## src/rtl/memory_stage_ctrl_pkg.sv

```systemverilog
// Shared types and constants for the memory-stage controller.
// Latency: n/a (declarations only).
// Backpressure: n/a (declarations only).
package memstage_pkg;

  // Default number of request cycles allowed before an access is abandoned.
  localparam int TIMEOUT_DEFAULT = 16;

  // Width of the wait counter; supports TIMEOUT values up to 255.
  localparam int CNT_W = 8;

  // Memory handshake state: IDLE accepts new accesses, BUSY waits on DMREADY.
  typedef enum logic {
    IDLE = 1'b0,
    BUSY = 1'b1
  } state_t;

endpackage

```

## src/rtl/memory_stage_ctrl_if.sv

```systemverilog
// Pipeline M-stage inputs, data-memory handshake and MEM/WB outputs.
// Latency: n/a (wiring only).
// Backpressure: STALLM from the slave freezes everything the master drives.
interface memory_stage_ctrl_if;

  // M-stage control and data from the EX/MEM register
  logic        REGWRITEM;
  logic        MEMTOREGM;
  logic        MEMWRITEM;
  logic [31:0] ALUOUTPUTM;
  logic [31:0] WRITEDATAM;
  logic [4:0]  WRITEREGM;

  // Data-memory port
  logic        DMREQ;
  logic        DMWE;
  logic [31:0] DMADDR;
  logic [31:0] DMWDATA;
  logic [31:0] DMRDATA;
  logic        DMREADY;

  // Hazard and error strobes
  logic        STALLM;
  logic        ADDRERR;
  logic        TIMEOUTERR;

  // MEM/WB register outputs
  logic        REGWRITEW;
  logic        MEMTOREGW;
  logic [31:0] READDATAW;
  logic [31:0] ALUOUTPUTW;
  logic [4:0]  WRITEREGW;

  // Pipeline/memory side: drives M-stage signals and memory responses
  modport master (
    output REGWRITEM, MEMTOREGM, MEMWRITEM, ALUOUTPUTM, WRITEDATAM, WRITEREGM,
    output DMRDATA, DMREADY,
    input  DMREQ, DMWE, DMADDR, DMWDATA, STALLM, ADDRERR, TIMEOUTERR,
    input  REGWRITEW, MEMTOREGW, READDATAW, ALUOUTPUTW, WRITEREGW
  );

  // Controller side
  modport slave (
    input  REGWRITEM, MEMTOREGM, MEMWRITEM, ALUOUTPUTM, WRITEDATAM, WRITEREGM,
    input  DMRDATA, DMREADY,
    output DMREQ, DMWE, DMADDR, DMWDATA, STALLM, ADDRERR, TIMEOUTERR,
    output REGWRITEW, MEMTOREGW, READDATAW, ALUOUTPUTW, WRITEREGW
  );

endinterface

```

## src/rtl/memory_stage_ctrl_memwb.sv

```systemverilog
// MEM/WB pipeline register with bubble insertion.
// Latency: 1 cycle from inputs to outputs.
// Backpressure: none; a bubble clears the write controls and holds data fields.
module memwb_register (
  input  logic        CLK,
  input  logic        RST,
  input  logic        bubble,
  input  logic        load_rdata,
  input  logic        regwrite_in,
  input  logic        memtoreg_in,
  input  logic [4:0]  writereg_in,
  input  logic [31:0] aluout_in,
  input  logic [31:0] rdata_in,
  output logic        regwrite_out,
  output logic        memtoreg_out,
  output logic [4:0]  writereg_out,
  output logic [31:0] aluout_out,
  output logic [31:0] rdata_out
);

  // Capture the retiring instruction, or kill its register write on a bubble
  always_ff @(posedge CLK) begin
    if (RST) begin
      regwrite_out <= 1'b0;
      memtoreg_out <= 1'b0;
      writereg_out <= '0;
      aluout_out   <= '0;
      rdata_out    <= '0;
    end else if (bubble) begin
      regwrite_out <= 1'b0;
      memtoreg_out <= 1'b0;
    end else begin
      regwrite_out <= regwrite_in;
      memtoreg_out <= memtoreg_in;
      writereg_out <= writereg_in;
      aluout_out   <= aluout_in;
      if (load_rdata) begin
        rdata_out <= rdata_in;
      end
    end
  end

endmodule

```

## src/rtl/memory_stage_ctrl.sv

```systemverilog
// M-stage data-memory controller: request/stall FSM, timeout counter, error strobes.
// Latency: request same cycle (combinational); MEM/WB result one edge after completion.
// Backpressure: STALLM holds upstream while a request waits; timeout drops the access.
module memory_stage_ctrl
  import memstage_pkg::*;
#(
  parameter int TIMEOUT = TIMEOUT_DEFAULT
) (
  input logic                CLK,
  input logic                RST,
  memory_stage_ctrl_if.slave bus
);

  // Counter value that, once reached without DMREADY, ends the wait
  localparam logic [CNT_W-1:0] CNT_LAST = CNT_W'(TIMEOUT - 1);

  state_t           state_q, state_n;
  logic [CNT_W-1:0] cnt_q, cnt_n, cnt_inc;
  logic             access, aligned;
  logic             dmreq, addrerr, tmo, stall, complete, bubble;

  // A load wins when both load and store controls are set
  assign access   = bus.MEMTOREGM | bus.MEMWRITEM;
  assign aligned  = (bus.ALUOUTPUTM[1:0] == 2'b00);
  assign cnt_inc  = cnt_q + CNT_W'(1);

  // State and wait-counter registers
  always_ff @(posedge CLK) begin
    if (RST) begin
      state_q <= IDLE;
      cnt_q   <= '0;
    end else begin
      state_q <= state_n;
      cnt_q   <= cnt_n;
    end
  end

  // Next state, counter update and per-cycle request/error decisions
  always_comb begin
    state_n = state_q;
    cnt_n   = '0;
    dmreq   = 1'b0;
    addrerr = 1'b0;
    tmo     = 1'b0;
    if (!RST) begin
      case (state_q)
        IDLE: begin
          if (access) begin
            if (aligned) begin
              dmreq = 1'b1;
              if (!bus.DMREADY) begin
                state_n = BUSY;
              end
            end else begin
              addrerr = 1'b1;
            end
          end
        end
        BUSY: begin
          dmreq = 1'b1;
          if (bus.DMREADY) begin
            state_n = IDLE;
          end else if (cnt_inc == CNT_LAST) begin
            tmo     = 1'b1;
            state_n = IDLE;
          end else begin
            cnt_n = cnt_inc;
          end
        end
        default: state_n = IDLE;
      endcase
    end
  end

  // The timeout cycle releases the pipeline and drops the access as a bubble
  assign stall    = dmreq & ~bus.DMREADY & ~tmo;
  assign complete = dmreq & bus.DMREADY;
  assign bubble   = stall | tmo | addrerr;

  assign bus.DMREQ      = dmreq;
  assign bus.DMWE       = dmreq & bus.MEMWRITEM & ~bus.MEMTOREGM;
  assign bus.DMADDR     = {bus.ALUOUTPUTM[31:2], 2'b00};
  assign bus.DMWDATA    = bus.WRITEDATAM;
  assign bus.STALLM     = stall;
  assign bus.ADDRERR    = addrerr;
  assign bus.TIMEOUTERR = tmo;

  memwb_register u_memwb (
    .CLK          (CLK),
    .RST          (RST),
    .bubble       (bubble),
    .load_rdata   (complete & bus.MEMTOREGM),
    .regwrite_in  (bus.REGWRITEM),
    .memtoreg_in  (bus.MEMTOREGM),
    .writereg_in  (bus.WRITEREGM),
    .aluout_in    (bus.ALUOUTPUTM),
    .rdata_in     (bus.DMRDATA),
    .regwrite_out (bus.REGWRITEW),
    .memtoreg_out (bus.MEMTOREGW),
    .writereg_out (bus.WRITEREGW),
    .aluout_out   (bus.ALUOUTPUTW),
    .rdata_out    (bus.READDATAW)
  );

endmodule
```

## src/flat_wrapper.sv

```systemverilog
// flat-port wrapper written by rule: the top's interface ports become plain ports
module memory_stage_ctrl_flat import memstage_pkg::*;
#(
  parameter int TIMEOUT = TIMEOUT_DEFAULT
)
  (CLK, RST, bus_REGWRITEM, bus_MEMTOREGM, bus_MEMWRITEM, bus_ALUOUTPUTM, bus_WRITEDATAM, bus_WRITEREGM, bus_DMRDATA, bus_DMREADY, bus_DMREQ, bus_DMWE, bus_DMADDR, bus_DMWDATA, bus_STALLM, bus_ADDRERR, bus_TIMEOUTERR, bus_REGWRITEW, bus_MEMTOREGW, bus_READDATAW, bus_ALUOUTPUTW, bus_WRITEREGW);
  memory_stage_ctrl_if bus_i ();
  input logic CLK;
  input logic RST;
  input wire logic [$bits(bus_i.REGWRITEM)-1:0] bus_REGWRITEM;
  input wire logic [$bits(bus_i.MEMTOREGM)-1:0] bus_MEMTOREGM;
  input wire logic [$bits(bus_i.MEMWRITEM)-1:0] bus_MEMWRITEM;
  input wire logic [$bits(bus_i.ALUOUTPUTM)-1:0] bus_ALUOUTPUTM;
  input wire logic [$bits(bus_i.WRITEDATAM)-1:0] bus_WRITEDATAM;
  input wire logic [$bits(bus_i.WRITEREGM)-1:0] bus_WRITEREGM;
  input wire logic [$bits(bus_i.DMRDATA)-1:0] bus_DMRDATA;
  input wire logic [$bits(bus_i.DMREADY)-1:0] bus_DMREADY;
  output wire logic [$bits(bus_i.DMREQ)-1:0] bus_DMREQ;
  output wire logic [$bits(bus_i.DMWE)-1:0] bus_DMWE;
  output wire logic [$bits(bus_i.DMADDR)-1:0] bus_DMADDR;
  output wire logic [$bits(bus_i.DMWDATA)-1:0] bus_DMWDATA;
  output wire logic [$bits(bus_i.STALLM)-1:0] bus_STALLM;
  output wire logic [$bits(bus_i.ADDRERR)-1:0] bus_ADDRERR;
  output wire logic [$bits(bus_i.TIMEOUTERR)-1:0] bus_TIMEOUTERR;
  output wire logic [$bits(bus_i.REGWRITEW)-1:0] bus_REGWRITEW;
  output wire logic [$bits(bus_i.MEMTOREGW)-1:0] bus_MEMTOREGW;
  output wire logic [$bits(bus_i.READDATAW)-1:0] bus_READDATAW;
  output wire logic [$bits(bus_i.ALUOUTPUTW)-1:0] bus_ALUOUTPUTW;
  output wire logic [$bits(bus_i.WRITEREGW)-1:0] bus_WRITEREGW;
  assign bus_i.REGWRITEM = bus_REGWRITEM;
  assign bus_i.MEMTOREGM = bus_MEMTOREGM;
  assign bus_i.MEMWRITEM = bus_MEMWRITEM;
  assign bus_i.ALUOUTPUTM = bus_ALUOUTPUTM;
  assign bus_i.WRITEDATAM = bus_WRITEDATAM;
  assign bus_i.WRITEREGM = bus_WRITEREGM;
  assign bus_i.DMRDATA = bus_DMRDATA;
  assign bus_i.DMREADY = bus_DMREADY;
  assign bus_DMREQ = bus_i.DMREQ;
  assign bus_DMWE = bus_i.DMWE;
  assign bus_DMADDR = bus_i.DMADDR;
  assign bus_DMWDATA = bus_i.DMWDATA;
  assign bus_STALLM = bus_i.STALLM;
  assign bus_ADDRERR = bus_i.ADDRERR;
  assign bus_TIMEOUTERR = bus_i.TIMEOUTERR;
  assign bus_REGWRITEW = bus_i.REGWRITEW;
  assign bus_MEMTOREGW = bus_i.MEMTOREGW;
  assign bus_READDATAW = bus_i.READDATAW;
  assign bus_ALUOUTPUTW = bus_i.ALUOUTPUTW;
  assign bus_WRITEREGW = bus_i.WRITEREGW;
  memory_stage_ctrl #(.TIMEOUT(TIMEOUT)) u_core (.CLK(CLK), .RST(RST), .bus(bus_i));
endmodule
```

## config.mk

```make
export PLATFORM = sky130hd
export DESIGN_NAME = memory_stage_ctrl_flat
export DESIGN_NICKNAME = d
export VERILOG_FILES = /design/src/rtl/memory_stage_ctrl_pkg.sv /design/src/rtl/memory_stage_ctrl_if.sv /design/src/rtl/memory_stage_ctrl_memwb.sv /design/src/rtl/memory_stage_ctrl.sv /design/src/flat_wrapper.sv
export SDC_FILE = /design/constraint.sdc
export NUM_CORES = 1
export LEC_CHECK = 0
export CELL_PAD_IN_SITES_DETAIL_PLACEMENT = 0
export CELL_PAD_IN_SITES_GLOBAL_PLACEMENT = 2
export CORE_MARGIN = 2
export CORE_UTILIZATION = 20
export CTS_CLUSTER_SIZE = 40
export DETAILED_ROUTE_END_ITERATION = 7
export GPL_ROUTABILITY_DRIVEN = 0
export PLACE_DENSITY_LB_ADDON = 0.1
export SLEW_MARGIN = 15
export SYNTH_ARGS = -nofsm -noshare
export SYNTH_HDL_FRONTEND = slang
export SYNTH_HIERARCHICAL = 1
export SYNTH_SLANG_ARGS = --single-unit
```

## constraint.sdc

```tcl
create_clock -name CLK -period 2.7 [get_ports CLK]
set_clock_uncertainty 0.2 [all_clocks]
set_input_delay 0.405 -clock CLK [delete_from_list [all_inputs] [get_ports CLK]]
set_output_delay 0.405 -clock CLK [all_outputs]
set_load 0.03 [all_outputs]
```

==> reports/results.tsv, run 1 <==
metric	value	unit
maxCapViolCount	0	
synth_top_family_by_area	simple AND/OR/NAND/NOR gates	
maxSlewViolCount	0	
power	3.21	mW
synthAdderAreaFrac	0.641	%
synth.area.top_cells	dfxtp_1 41%, buf_4 13%, mux2i_1 9.5%	
htreeDepth	3	
via_count	3092	
synth_warnings	6	
path_clk_slew	60	ps
core	19300	sq um
p_per_area	555	nW/um^2
grt_pass1_wl	16900	microns
muxShareOfSynthArea	9.48	%
ios	247	
grt_pass1_vias	3048	
seq_area	1610	sq um
cp_data_required_time	2100	ps
post-cts-setup-buffers	0	
start_kind	register	
core.rowCount	51	
rsz0062_at_grt	no	
fin_setup_tns	0	ps
multi_input_area	1630	sq um
synth_commonest_cells	80 x dfxtp_1, 67 x buf_4, 43 x nor2_1, 37 x mux2i_1	
synth_top_area_share	41.0	%
synth_edf_count	0	
cts.sinks	80	
vias_per_cell	3.99	
grt_use_total	10.8	%
hold_violations	0	
drt_first_pass_iters	4	
final_antenna_net_count	0	
grt-ovfl-total	0	
timing.final.crit_share	95.6	%
cts.path.max_buffers	2	
numCtsBuffers	9	
syn_inst	395	
clk_latency	340	ps
yosys_register_bits	80	
dp_hpwl	7520	microns
synth_xor_xnor_area_share	1.35	%
synth_seq_area_share	41.0	%
drtIter0Drc	68	
leakagePower	2.05	nW
drive_above_1_share	8.04	%
n_antenna_cell	0	
root_buffer	clkbuf_16	
cp-end-kind	output pin	
cts_tree	yes	
synthSimpleGateAreaFrac	22.8	%
hp-class	register to register	
status	finished clean	
drcViolationCount	0	
die_height	144	microns
finalSetupViolations	0	
critPathKind	register to output pin	
yosysUniqueCellTypes	40	
ctsHoldBuffers	0	
cp_max_fo	8	
slew_headroom	48.4	%
p_sw_share	26.9	%
clkPwrFrac	42.0	%
syn_area	3910	sq um
postSynthAreaPerCell	9.89	sq um
wire_per_inst	14.5	microns
seqPwrFrac	38.9	%
combPwrFrac	19.1	%
area_growth	48.3	%
die_w	144	microns
yosysMostFrequentCell	dfxtp_1	
wirelength	11200	microns
grt_max_degree	89	
p_sw	0.864	mW
arrival	1980	ps
p_int	2.35	mW
antenna_found_initial	0	
finalCriticalPeriod	2580	ps
async_reset_ff_share	0	%
worst_pin_slew	774	ps
die_area	20700	sq um
max_freq	387	MHz
start_util	20.2	%
yosysTopAreaCell	dfxtp_1	
fillers	2052	
synth_ff_type	dfxtp_1	
io_buffers	180	
peakVddDrop	0.342	mV
synth-compound-area-share	6.76	%
nets	614	
metal layers:
| metal | vias up | part of all wire, % | track usage, % | routed length [microns] |
|---|---|---|---|---|
| met2 | 138 | 43 | 16.8 | 4880 |
| met1 | 1433 | 44 | 12.7 | 4980 |
| met3 | 17 | 11 | 5.30 | 1200 |
| li1 | 1504 | - | - | - |
| met4 | 0 | 1.7 | 4.23 | 192 |
| met5 | - | 0 | 0 | 0 |
repair_timing:
item	CTS	global route
endpoints found under the setup margin	2	3
hold endpoints to repair	0	0
pin swaps	0	1
resized for setup	3	4
cell families after synthesis:
group	count (synthesis)
simple gates	130
buf+inv	93
flops	80
compound gates	46
mux	37
xor+xnor	6
fa+ha+maj	2
other cells	1
registers in the layout (all words and copies together), names as in the netlist:
name	count
u_core/u_memwb/regwrite_out	1
u_core/state_q	1
u_core/cnt_q	8
u_core/u_memwb/rdata_out	32
u_core/u_memwb/writereg_out	5
u_core/u_memwb/memtoreg_out	1
u_core/u_memwb/aluout_out	32
final cells by class:
class,instances,share of cell area (%)
timing repair buffer,189,32.7
multi-input combinational,223,28.2
sequential,80,27.7
tap,265,5.72
clock buffer,10,3.95
clock inverter,6,1.60
inverter,2,0.130
cells in the final DEF (no fill, tap or decap), types with 2 or more instances in the layout:
cell	n
a211oi_1	6
a21oi_1	3
and3_1	3
buf_12	3
buf_4	10
bufinv_16	2
clkbuf_16	9
clkdlybuf4s50_1	174
clkinvlp_4	2
conb_1	2
dfxtp_1	78
inv_1	2
mux2i_1	37
nand2b_1	32
nand3_1	4
nand4bb_1	32
nor2_1	43
nor3b_1	2
o21ai_0	21
o21ai_1	13
xnor2_1	3
xor2_1	3
critical path: stages, from the launching register on:
cell and delay (ps):
dfxtp_4 370, ha_2 210, and3_4 210, or4_4 430, nand3_4 120, and2_1 140, buf_4 160
worst paths after layout:
check,from,endpoint,slack (ps),cells past startpoint
worst min-delay path,u_core/u_memwb/rdata_out[18],u_core/u_memwb/rdata_out[18],270,2
worst max register to register,u_core/state_q,u_core/u_memwb/aluout_out[18],680,6
worst min register to register,u_core/u_memwb/rdata_out[18],u_core/u_memwb/rdata_out[18],270,2
worst max-delay path,u_core/cnt_q[0],bus_TIMEOUTERR,120,6
power by group through the flow:
stage / logic [mW] / clock network, mW / registers (mW)
2_1_floorplan: 0.361 / 0 / 1.37
3_3_place_gp: 0.624 / 0 / 1.28
3_5_place_dp: 0.624 / 0 / 1.28
4_1_cts: 0.625 / 1.42 / 1.25
5_1_grt: 0.655 / 1.46 / 1.26
6_report: 0.614 / 1.35 / 1.25
per-stage QoR:
stage / worst slack (ps) / hold WS, ps / instance area (sq um) / cells / utilization [%]
detailed placement: 84.5 / 256 / 5460 / 759 / 28.2
finish: 119 / 265 / 5790 / 775 / 30.0
floorplan: 343 / 317 / 3910 / 396 / -
CTS: 10.9 / 268 / 5780 / 775 / 29.9
global route: 23.2 / 276 / 5790 / 775 / 30.0
global placement: 86.0 / 252 / 5460 / 759 / 28.2
(Power assumes the default switching activity.)
==> run 2: changes to the inputs <==
--- a/config.mk
+++ b/config.mk
@@ -7,7 +7,6 @@
 export LEC_CHECK = 0
 export CELL_PAD_IN_SITES_DETAIL_PLACEMENT = 0
 export CELL_PAD_IN_SITES_GLOBAL_PLACEMENT = 2
-export CORE_MARGIN = 2
 export CORE_UTILIZATION = 20
 export CTS_CLUSTER_SIZE = 40
 export DETAILED_ROUTE_END_ITERATION = 7
==> run 2 against run 1 <==
Against the previous run:
- cell area increased by 0.26%
- critical path depth did not move
- sequential share of layout area decreased by 0.16 points
- critical endpoint unchanged
- clock-buffer cell count is the same
- setup slack got worse by 5.1 ps
- maximum frequency decreased by 0.20%
- first-iteration DRC count fell by 13%
==> reports/results.tsv, run 2 (synthesis gave the netlist of run 1 again) <==
metric	value	unit	change
status	finished clean		
wirelength	11000	microns	-2.4%
p_per_area	552	nW/um^2	-0.61%
wl_met1	4620	microns	-7.1%
drcViolationCount	0		unchanged
maxSlewViolCount	0		unchanged
wire_per_inst	14.2	microns	-2.1%
final_common_cell	clkdlybuf4s50_1		
drtIter0Drc	59		-13%
maxCapViolCount	0		unchanged
nets	615		+0.16%
start_util	20.7	%	+0.47 points
grt_use_total	11.2	%	+0.39 points
htreeDepth	3		unchanged
ios	247		unchanged
grt_pass1_wl	17100	microns	+1.2%
final_antenna_net_count	0		unchanged
hp-class	input pin to register		
via_count	3039		-1.7%
path_cells	ha_1, and3_4, or4_4, nand3_4, and2_1, buf_4		
finalCriticalPeriod	2590	ps	+5.08 ps
antenna_found_initial	0		unchanged
timing.final.ws_setup	114	ps	-5.08 ps
path_clk_slew	60	ps	about the same
worst_path_dominant_cell_family	simple AND/OR/NAND/NOR gates		
grt_max_degree	101		+13%
cp_max_fo	7		-1
cts_tree	yes		
place_ws	86.1	ps	+1.60 ps
peakVddDrop	0.298	mV	-13%
die_w	142	microns	-1.4%
hold_violations	0		unchanged
root_buffer	clkbuf_16		
vias_per_cell	3.94		-1.3%
area_growth	48.7	%	
arrival	1980	ps	about the same
cts.path.max_buffers	2		unchanged
grt_pass1_vias	3139		+3.0%
clk_latency	340	ps	about the same
cp_data_required_time	2100	ps	about the same
leakagePower	2.07	nW	+0.98%
start_kind	register		
timing.final.crit_share	95.8	%	+0.19 points
crit_slowest_cell	or4_4		
io_buffers	180		unchanged
cp-end-kind	output pin		
finalSetupViolations	0		unchanged
grt-ovfl-total	0		unchanged
core	18900	sq um	-2.3%
dp_hpwl	7170	microns	-4.6%
largestRegisters	u_core/u_memwb/aluout_out: 32 flops, u_core/u_memwb/rdata_out: 32 flops, u_core/cnt_q: 8 flops		
rsz0062_at_grt	no		
die_area	20100	sq um	-2.8%
final_cell_mix	175 x clkdlybuf4s50_1, 80 x dfxtp_1, 43 x nor2_1, 37 x mux2i_1		
max_freq	387	MHz	-0.20%
topRoutingLayerUsed	met4		
critPathKind	register to output pin		
cts.sinks	80		unchanged
drive_above_1_share	7.44	%	-0.60 points
met2_length	5050	microns	+3.6%
critical_path.max_stage_delay	430	ps	about the same
wl_met3	1080	microns	-9.9%
path_buf_inv	1		unchanged
fin_setup_tns	0	ps	unchanged
core.rowCount	50		-2.0%
die_height	142	microns	-1.4%
drt_first_pass_iters	4		unchanged
numCtsBuffers	9		unchanged
## run 2: changes by cell type in the layout (fill, tap and decap cells not counted), moves of 2 or more
cell        delta
buf_4          -2
clkinvlp_4     -2
buf_12         +2
dfxtp_1        +2
clkinv_2       +3
## run 2: through the flow
step / instances / hold slack [ps] / instance area, sq um / utilization (%) / power [mW]
2_1_floorplan: 396 / 317 / 3910 / - / 1.74
3_3_place_gp: 755 / 252 / 5490 / 29.0 / 1.90
3_5_place_dp: 755 / 260 / 5490 / 29.0 / 1.90
4_1_cts: 771 / 191 / 5800 / 30.7 / 3.29
5_1_grt: 771 / 219 / 5810 / 30.7 / 3.37
6_report: 772 / 206 / 5810 / 30.7 / 3.20
## run 2: where the power goes
part | switching [mW] | internal, mW
Sequential | 0.0227 | 1.23
Clock | 0.527 | 0.808
Combinational | 0.307 | 0.309
Total | 0.857 | 2.35
## run 2: final timing paths
kind,from,cells after the start,slack (ps),to
max,u_core/cnt_q[0],6,110,bus_TIMEOUTERR
min,RST,2,210,u_core/u_memwb/aluout_out[1]
max reg2reg,u_core/state_q,6,750,u_core/u_memwb/aluout_out[24]
min reg2reg,u_core/u_memwb/rdata_out[16],2,270,u_core/u_memwb/rdata_out[16]
## run 2: what timing repair did
item	in CTS	in global routing
resized for setup	0	3
buffers inserted	0	0
setup endpoints to repair	0	3
hold buffers	0	0
## run 2: routing by layer
layer / up-vias / track usage, %
met2: 129 / 18.4
met4: 0 / 4.81
met1: 1372 / 12.5
met3: 28 / 4.99
met5: - / 0
li1: 1510 / -
## run 2: final cells by class
cell class | count | area [sq um]
Clock inverter | 6 | 83.8
Multi-Input combinational cell | 223 | 1630
Inverter | 2 | 7.51
Sequential cell | 80 | 1600
Fill cell | 1980 | 13100
Antenna cell | 1 | 2.50
Tap cell | 260 | 325
Timing Repair Buffer | 190 | 1930
Clock buffer | 10 | 229
